`src/rtl/loco_frame_ctrl_if.sv`:
```
`timescale 1ns/1ps
// loco_frame_ctrl_if
// Byte-in / pixel-out bundle of the LOCO-I frame sequencer.
//   rx_valid, rx_data        : received byte strobe and value (UART side)
//   pix_valid, pix_data      : FIFO head presented to the encoder
//   pix_sof, pix_eol, pix_eof: head tags (first pixel, row end, frame end)
//   pix_ready                : encoder accepts the head
//   enc_flush, enc_abort     : one-cycle commands to the encoder
//   enc_done                 : encoder finished its flush
// modport master : the frame controller
// modport slave  : the byte source / encoder side
interface loco_frame_ctrl_if;
  logic       rx_valid;
  logic [7:0] rx_data;
  logic       pix_valid;
  logic [7:0] pix_data;
  logic       pix_sof;
  logic       pix_eol;
  logic       pix_eof;
  logic       pix_ready;
  logic       enc_flush;
  logic       enc_done;
  logic       enc_abort;

  modport master (
    input  rx_valid, rx_data, pix_ready, enc_done,
    output pix_valid, pix_data, pix_sof, pix_eol, pix_eof, enc_flush, enc_abort
  );

  modport slave (
    output rx_valid, rx_data, pix_ready, enc_done,
    input  pix_valid, pix_data, pix_sof, pix_eol, pix_eof, enc_flush, enc_abort
  );
endinterface

```
`src/rtl/loco_frame_ctrl.sv`:
```
`timescale 1ns/1ps
// loco_frame_ctrl
// Frame sequencer between the UART byte receiver and the LOCO-I encoder.
// Counts the raw pixels of a WIDTH x HEIGHT frame, buffers them in a small
// skid FIFO tagged with sof/eol/eof, requests an encoder flush at the end of
// the frame and aborts the frame after TIMEOUT idle clocks while receiving.
// Ports:
//   clk, rst_n     : clock, asynchronous active-low reset
//   bus (master)   : byte input, tagged pixel output, encoder flush/abort/done
//   err_clr_i      : clears both sticky error flags (a set in the same cycle wins)
//   busy_o         : controller is not idle
//   frame_done_o   : one-cycle pulse when the encoder confirms the flush
//   err_timeout_o  : sticky, frame aborted by inter-byte timeout
//   err_overrun_o  : sticky, a received byte was dropped
module loco_frame_ctrl #(
  parameter int WIDTH      = 512,
  parameter int HEIGHT     = 512,
  parameter int FIFO_DEPTH = 4,
  parameter int TIMEOUT    = 65536
) (
  input  logic              clk,
  input  logic              rst_n,
  loco_frame_ctrl_if.master bus,
  input  logic              err_clr_i,
  output logic              busy_o,
  output logic              frame_done_o,
  output logic              err_timeout_o,
  output logic              err_overrun_o
);

  localparam int CW = (WIDTH  > 1) ? $clog2(WIDTH)  : 1;
  localparam int RW = (HEIGHT > 1) ? $clog2(HEIGHT) : 1;
  localparam int AW = $clog2(FIFO_DEPTH);
  localparam int TW = $clog2(TIMEOUT + 1);

  localparam logic [CW-1:0] COL_LAST = CW'(WIDTH - 1);
  localparam logic [RW-1:0] ROW_LAST = RW'(HEIGHT - 1);
  localparam logic [AW:0]   DEPTH_C  = (AW+1)'(FIFO_DEPTH);
  localparam logic [TW-1:0] T_LAST   = TW'(TIMEOUT - 1);
  localparam logic [TW-1:0] T_SAT    = {TW{1'b1}};

  typedef enum logic [2:0] {S_IDLE, S_RECV, S_DRAIN, S_FLUSH, S_ABORT} state_t;

  state_t          state_q, state_d;
  logic [CW-1:0]   col_q, col_d;
  logic [RW-1:0]   row_q, row_d;
  logic [TW-1:0]   timer_q, timer_d;
  logic [AW-1:0]   wr_ptr_q, wr_ptr_d;
  logic [AW-1:0]   rd_ptr_q, rd_ptr_d;
  logic [AW:0]     cnt_q, cnt_d;
  logic            err_to_q, err_to_d;
  logic            err_ov_q, err_ov_d;
  // FIFO word: {sof, eol, eof, byte}
  logic [10:0]     mem_q [FIFO_DEPTH];
  logic [10:0]     head;

  logic push, pop, at_sof, at_eol, at_eof;
  logic flush_fifo, to_set, enc_flush, enc_abort, frame_done;

  // Space is judged on the registered count only: a same-cycle pop does not
  // make room, which keeps the accept path free of pix_ready.
  assign push   = bus.rx_valid && (state_q == S_IDLE || state_q == S_RECV)
                  && (cnt_q < DEPTH_C);
  assign pop    = (cnt_q != '0) && bus.pix_ready;
  assign at_sof = (col_q == '0) && (row_q == '0);
  assign at_eol = (col_q == COL_LAST);
  assign at_eof = at_eol && (row_q == ROW_LAST);

  always_comb begin
    state_d    = state_q;
    timer_d    = '0;
    flush_fifo = 1'b0;
    to_set     = 1'b0;
    enc_flush  = 1'b0;
    enc_abort  = 1'b0;
    frame_done = 1'b0;
    case (state_q)
      S_IDLE: begin
        if (push) state_d = at_eof ? S_DRAIN : S_RECV;
      end
      S_RECV: begin
        // An eof push beats a simultaneous timeout expiry.
        if (push) begin
          if (at_eof) state_d = S_DRAIN;
        end else if (timer_q == T_LAST) begin
          state_d = S_ABORT;
          to_set  = 1'b1;
        end else if (timer_q != T_SAT) begin
          timer_d = timer_q + TW'(1);
        end else begin
          timer_d = timer_q;
        end
      end
      S_DRAIN: begin
        // Empty FIFO means no pop can still be pending.
        if (cnt_q == '0) begin
          enc_flush = 1'b1;
          state_d   = S_FLUSH;
        end
      end
      S_FLUSH: begin
        if (bus.enc_done) begin
          frame_done = 1'b1;
          state_d    = S_IDLE;
        end
      end
      S_ABORT: begin
        enc_abort  = 1'b1;
        flush_fifo = 1'b1;
        state_d    = S_IDLE;
      end
      default: state_d = S_IDLE;
    endcase
  end

  always_comb begin
    col_d    = col_q;
    row_d    = row_q;
    wr_ptr_d = wr_ptr_q;
    rd_ptr_d = rd_ptr_q;
    cnt_d    = cnt_q;
    if (flush_fifo) begin
      col_d    = '0;
      row_d    = '0;
      wr_ptr_d = '0;
      rd_ptr_d = '0;
      cnt_d    = '0;
    end else begin
      if (push) begin
        wr_ptr_d = wr_ptr_q + AW'(1);
        if (at_eol) begin
          col_d = '0;
          row_d = at_eof ? '0 : row_q + RW'(1);
        end else begin
          col_d = col_q + CW'(1);
        end
      end
      if (pop) rd_ptr_d = rd_ptr_q + AW'(1);
      cnt_d = cnt_q + (AW+1)'(push) - (AW+1)'(pop);
    end
    err_ov_d = (bus.rx_valid && !push) ? 1'b1 : (err_clr_i ? 1'b0 : err_ov_q);
    err_to_d = to_set ? 1'b1 : (err_clr_i ? 1'b0 : err_to_q);
  end

  always_ff @(posedge clk or negedge rst_n) begin
    if (!rst_n) begin
      state_q  <= S_IDLE;
      col_q    <= '0;
      row_q    <= '0;
      timer_q  <= '0;
      wr_ptr_q <= '0;
      rd_ptr_q <= '0;
      cnt_q    <= '0;
      err_to_q <= 1'b0;
      err_ov_q <= 1'b0;
    end else begin
      state_q  <= state_d;
      col_q    <= col_d;
      row_q    <= row_d;
      timer_q  <= timer_d;
      wr_ptr_q <= wr_ptr_d;
      rd_ptr_q <= rd_ptr_d;
      cnt_q    <= cnt_d;
      err_to_q <= err_to_d;
      err_ov_q <= err_ov_d;
    end
  end

  // Storage is data only; validity comes from cnt_q.
  always_ff @(posedge clk) begin
    if (push) mem_q[wr_ptr_q] <= {at_sof, at_eol, at_eof, bus.rx_data};
  end

  // Head fields are forced to zero when empty so stale storage never shows.
  assign head          = mem_q[rd_ptr_q];
  assign bus.pix_valid = (cnt_q != '0);
  assign bus.pix_data  = bus.pix_valid ? head[7:0] : 8'h00;
  assign bus.pix_sof   = bus.pix_valid & head[10];
  assign bus.pix_eol   = bus.pix_valid & head[9];
  assign bus.pix_eof   = bus.pix_valid & head[8];
  assign bus.enc_flush = enc_flush;
  assign bus.enc_abort = enc_abort;
  assign busy_o        = (state_q != S_IDLE);
  assign frame_done_o  = frame_done;
  assign err_timeout_o = err_to_q;
  assign err_overrun_o = err_ov_q;

endmodule
```
`src/flat_wrapper.sv`:
```
// flat-port wrapper written by rule: the top's interface ports become plain ports
module loco_frame_ctrl_flat 
#(
  parameter int WIDTH      = 512,
  parameter int HEIGHT     = 512,
  parameter int FIFO_DEPTH = 4,
  parameter int TIMEOUT    = 65536
)
  (clk, rst_n, err_clr_i, busy_o, frame_done_o, err_timeout_o, err_overrun_o, bus_rx_valid, bus_rx_data, bus_pix_ready, bus_enc_done, bus_pix_valid, bus_pix_data, bus_pix_sof, bus_pix_eol, bus_pix_eof, bus_enc_flush, bus_enc_abort);
  loco_frame_ctrl_if bus_i ();
  input  logic clk;
  input  logic rst_n;
  input  logic err_clr_i;
  output logic busy_o;
  output logic frame_done_o;
  output logic err_timeout_o;
  output logic err_overrun_o;
  input wire logic [$bits(bus_i.rx_valid)-1:0] bus_rx_valid;
  input wire logic [$bits(bus_i.rx_data)-1:0] bus_rx_data;
  input wire logic [$bits(bus_i.pix_ready)-1:0] bus_pix_ready;
  input wire logic [$bits(bus_i.enc_done)-1:0] bus_enc_done;
  output wire logic [$bits(bus_i.pix_valid)-1:0] bus_pix_valid;
  output wire logic [$bits(bus_i.pix_data)-1:0] bus_pix_data;
  output wire logic [$bits(bus_i.pix_sof)-1:0] bus_pix_sof;
  output wire logic [$bits(bus_i.pix_eol)-1:0] bus_pix_eol;
  output wire logic [$bits(bus_i.pix_eof)-1:0] bus_pix_eof;
  output wire logic [$bits(bus_i.enc_flush)-1:0] bus_enc_flush;
  output wire logic [$bits(bus_i.enc_abort)-1:0] bus_enc_abort;
  assign bus_i.rx_valid = bus_rx_valid;
  assign bus_i.rx_data = bus_rx_data;
  assign bus_i.pix_ready = bus_pix_ready;
  assign bus_i.enc_done = bus_enc_done;
  assign bus_pix_valid = bus_i.pix_valid;
  assign bus_pix_data = bus_i.pix_data;
  assign bus_pix_sof = bus_i.pix_sof;
  assign bus_pix_eol = bus_i.pix_eol;
  assign bus_pix_eof = bus_i.pix_eof;
  assign bus_enc_flush = bus_i.enc_flush;
  assign bus_enc_abort = bus_i.enc_abort;
  loco_frame_ctrl #(.WIDTH(WIDTH), .HEIGHT(HEIGHT), .FIFO_DEPTH(FIFO_DEPTH), .TIMEOUT(TIMEOUT)) u_core (.clk(clk), .rst_n(rst_n), .bus(bus_i), .err_clr_i(err_clr_i), .busy_o(busy_o), .frame_done_o(frame_done_o), .err_timeout_o(err_timeout_o), .err_overrun_o(err_overrun_o));
endmodule
```
`config.mk`:
```
export PLATFORM = sky130hd
export DESIGN_NAME = loco_frame_ctrl_flat
export DESIGN_NICKNAME = d
export VERILOG_FILES = /design/src/rtl/loco_frame_ctrl_if.sv /design/src/rtl/loco_frame_ctrl.sv /design/src/flat_wrapper.sv
export SDC_FILE = /design/constraint.sdc
export NUM_CORES = 1
export LEC_CHECK = 0
export ABC_AREA = 1
export CORE_UTILIZATION = 65
export CTS_BUF_LIST = sky130_fd_sc_hd__clkbuf_8
export DETAILED_ROUTE_END_ITERATION = 6
export GPL_ROUTABILITY_DRIVEN = 0
export GPL_TIMING_DRIVEN = 0
export PLACE_DENSITY = 0.87
export SLEW_MARGIN = 10
export SYNTH_ARGS = -nofsm -noshare
export SYNTH_HDL_FRONTEND = slang
export SYNTH_SLANG_ARGS = --single-unit
```
`constraint.sdc`:
```
create_clock -name clk -period 3.8 [get_ports clk]
set_input_delay 0.95 -clock clk [delete_from_list [all_inputs] [get_ports clk]]
set_output_delay 0.95 -clock clk [all_outputs]
set_load 0.02 [all_outputs]
```
==> impl_metrics.yaml <==
logic_synthesis:
  syn-instance-count: 508
  ys_types: 30
  ys_seq_elements: 91
  yosysWarnings: 0
  postSynthNetCount: 536
  avgSynthCellArea_um2: 8.89
  syn_area_mm2: 0.00452
  synth_area_leaders: "edfxtp_1 (29%), dfrtp_1 (26%), nor2_1 (7.9%)"
  seq_area_frac_synth_pct: 55.3
  yosys.area.top_type: "edfxtp_1"
  synth_top_area_share_pct: 29.2
hold_path:
  hold_depth: 2
  hp-start: "u_core.err_timeout_o"
  hp-class: "register to register"
worst_setup_path:
  worstReg2RegStart: "u_core.col_q[1]"
  slowest_delay_ns: 0.69
  crit_required_ns: 2.85
  startpoint_type: "input port"
  path_class: "input port to output port"
  cpMostUsedCell: "clkdlybuf4s50_1"
  crit_chain: "clkdlybuf4s50_1, inv_1, nor4_1, clkdlybuf4s50_1"
  crit_start: "bus_enc_done"
  slowest_stage: "clkdlybuf4s50_1"
  cp_max_fo: 2
  cp-end-kind: "output port"
  worstRegToRegCells: 11
  crit_arrival_ns: 2.50
cts:
  htreeDepth: 3
  cts.sinks: 91
  cts_made_buffers: 9
  clk_latency_ns: 0.37
  path_clk_slew_ns: 0.08
  postCtsSetupBuffers: 0
  cts-root-buf: "clkbuf_8"
  cts_buffer_depth: 2
  holdBufCountCts: 0
  cts_tree: "built"
  post_cts_resized: 0
global_route:
  antenna_found_initial: 0
  grt_pass1_wl_um: 16000
  grtUsageTotal_pct: 28.8
  grt_max_degree: 25
  grt_overflow: 0
  grt_pass1_vias: 3465
timing:
  fin_setup_tns_ns: 0
  finalMaxSlewViolations: 0
  finalCriticalPeriod_ns: 3.45
  worstMarginPinSlew_ns: 1.09
  fmax_ghz: 0.290
  max-slew-margin-rel_pct: 27.0
  skew_ns: 0.0113
  rsz0062_at_grt: "no"
  hold_violations: 0
  final-setup-viol-count: 0
  min_period_over_period_pct: 90.7
run_status:
  status: "finished clean"
power_and_ir_drop:
  p_clk_share_pct: 21.1
  leakage_nw: 2.24
  p_int_mw: 1.95
  power_frac_comb_pct: 39.6
  switching_share_pct: 38.8
  netSwitchingPower_mw: 1.24
  p_per_area_mw_per_mm2: 621
  seqPwrFrac_pct: 39.2
  ir_drop_mv: 0.438
drt:
  ant_nets: 0
  dr.pass1.iters: 6
  drc: 0
  via_count: 3594
  drt_iter0_drc: 207
  wl_per_cell_um: 15.3
  wl_um: 9710
  via_per_inst: 5.65
die:
  initial_core_util_pct: 66.9
  die_h_um: 85.4
  io_pins: 32
  core_area_mm2: 0.00676
  die_area_mm2: 0.00729
  dieWidth_um: 85.4
  rows: 30
cells_and_area:
  final_core_util_pct: 76.1
  final_common_cell: "nor2_1"
  final_cell_mix: "nor2_1 (95), nand2_1 (79), inv_1 (69)"
  antenna_cells: 0
  layout-drive-gt1-share_pct: 6.83
  nNetsFinal: 579
  syn_to_final_growth_pct: 13.8
place:
  hpwl_um: 6740
  numPortBuffers: 31
run:
  maxCapViolCount: 0
## metal layers
metal,vias up,routed length [µm],track usage [%]
met5,-,0,0
met4,0,201,12.6
met3,20,528,5.45
met2,137,4750,48.5
met1,1681,4220,36.9
li1,1756,-,-
## state kept, by name (all words and copies together) (netlist names), 2 cells and up
register / flops
u_core.rd_ptr_q: 2
u_core.state_q: 3
u_core.cnt_q: 3
u_core.row_q: 9
u_core.mem_q: 44
u_core.wr_ptr_q: 2
u_core.col_q: 9
u_core.timer_q: 17
## metrics by stage
stage	setup WS [ns]	instance area (µm²)	hold WS (ns)	cells	total power, mW
6_report	0.352	5140	0.542	636	3.19
4_1_cts	0.371	5140	0.548	636	3.19
3_5_place_dp	0.371	4940	0.525	620	2.53
5_1_grt	0.294	5140	0.576	636	3.39
2_1_floorplan	1.24	4520	0.493	508	2.07
3_3_place_gp	0.339	4930	0.508	619	2.46
## power groups by stage
stage / Clock (mW) / Sequential, mW / Combinational (mW)
after floorplan: 0 / 1.25 / 0.815
after CTS: 0.677 / 1.25 / 1.27
after detailed placement: 0 / 1.27 / 1.26
final: 0.674 / 1.25 / 1.27
after global placement: 0 / 1.26 / 1.19
after global routing: 0.723 / 1.27 / 1.40
## synth_stat cells, drive strengths merged
library cell,n
a21oi,24
buf,5
clkbuf,7
dfrtp,47
edfxtp,44
fa,1
ha,13
inv,68
nand2,82
nand3,36
nand3b,1
nand4,11
nor2,100
nor3,9
nor4,3
o211ai,1
o21a,2
o21ai,47
o22ai,3
or2,3
xor2,1
## logic make-up after synthesis
kind of cell / count (synthesis) / share of synthesized area, %
compound gates: 77 / 8.86
xor+xnor: 1 / 0.194
fa+ha+maj: 14 / 4.04
buf+inv: 80 / 7.31
flops: 91 / 55.3
simple gates: 245 / 24.3
## final timing paths
kind | slack, ns | endpoint
min in group asynchronous | 0.57 | u_core.col_q[3]
setup reg to reg | 1.37 | u_core.row_q[2]
hold / removal | 0.54 | u_core.err_timeout_o
hold reg to reg | 0.54 | u_core.err_timeout_o
max in group asynchronous | 2.69 | u_core.state_q[0]
setup / recovery | 0.35 | frame_done_o
## final cells by class
cell class                 instances  area (µm²)
buffer                            12        75.1
inverter                          68         255
tap                               80         100
clock buffer                       9         124
sequential                        91        2500
fill                             473        1610
multi-input combinational        337        1690
timing repair buffer              32         325
clock inverter                     7        76.3
## critical path, delay by kind of cell
family	cells	cell delay (ns)
buffers and inverters	3	1.24
AND/OR/NAND/NOR	1	0.31
Note: power is estimated with default switching activity, not from simulation.
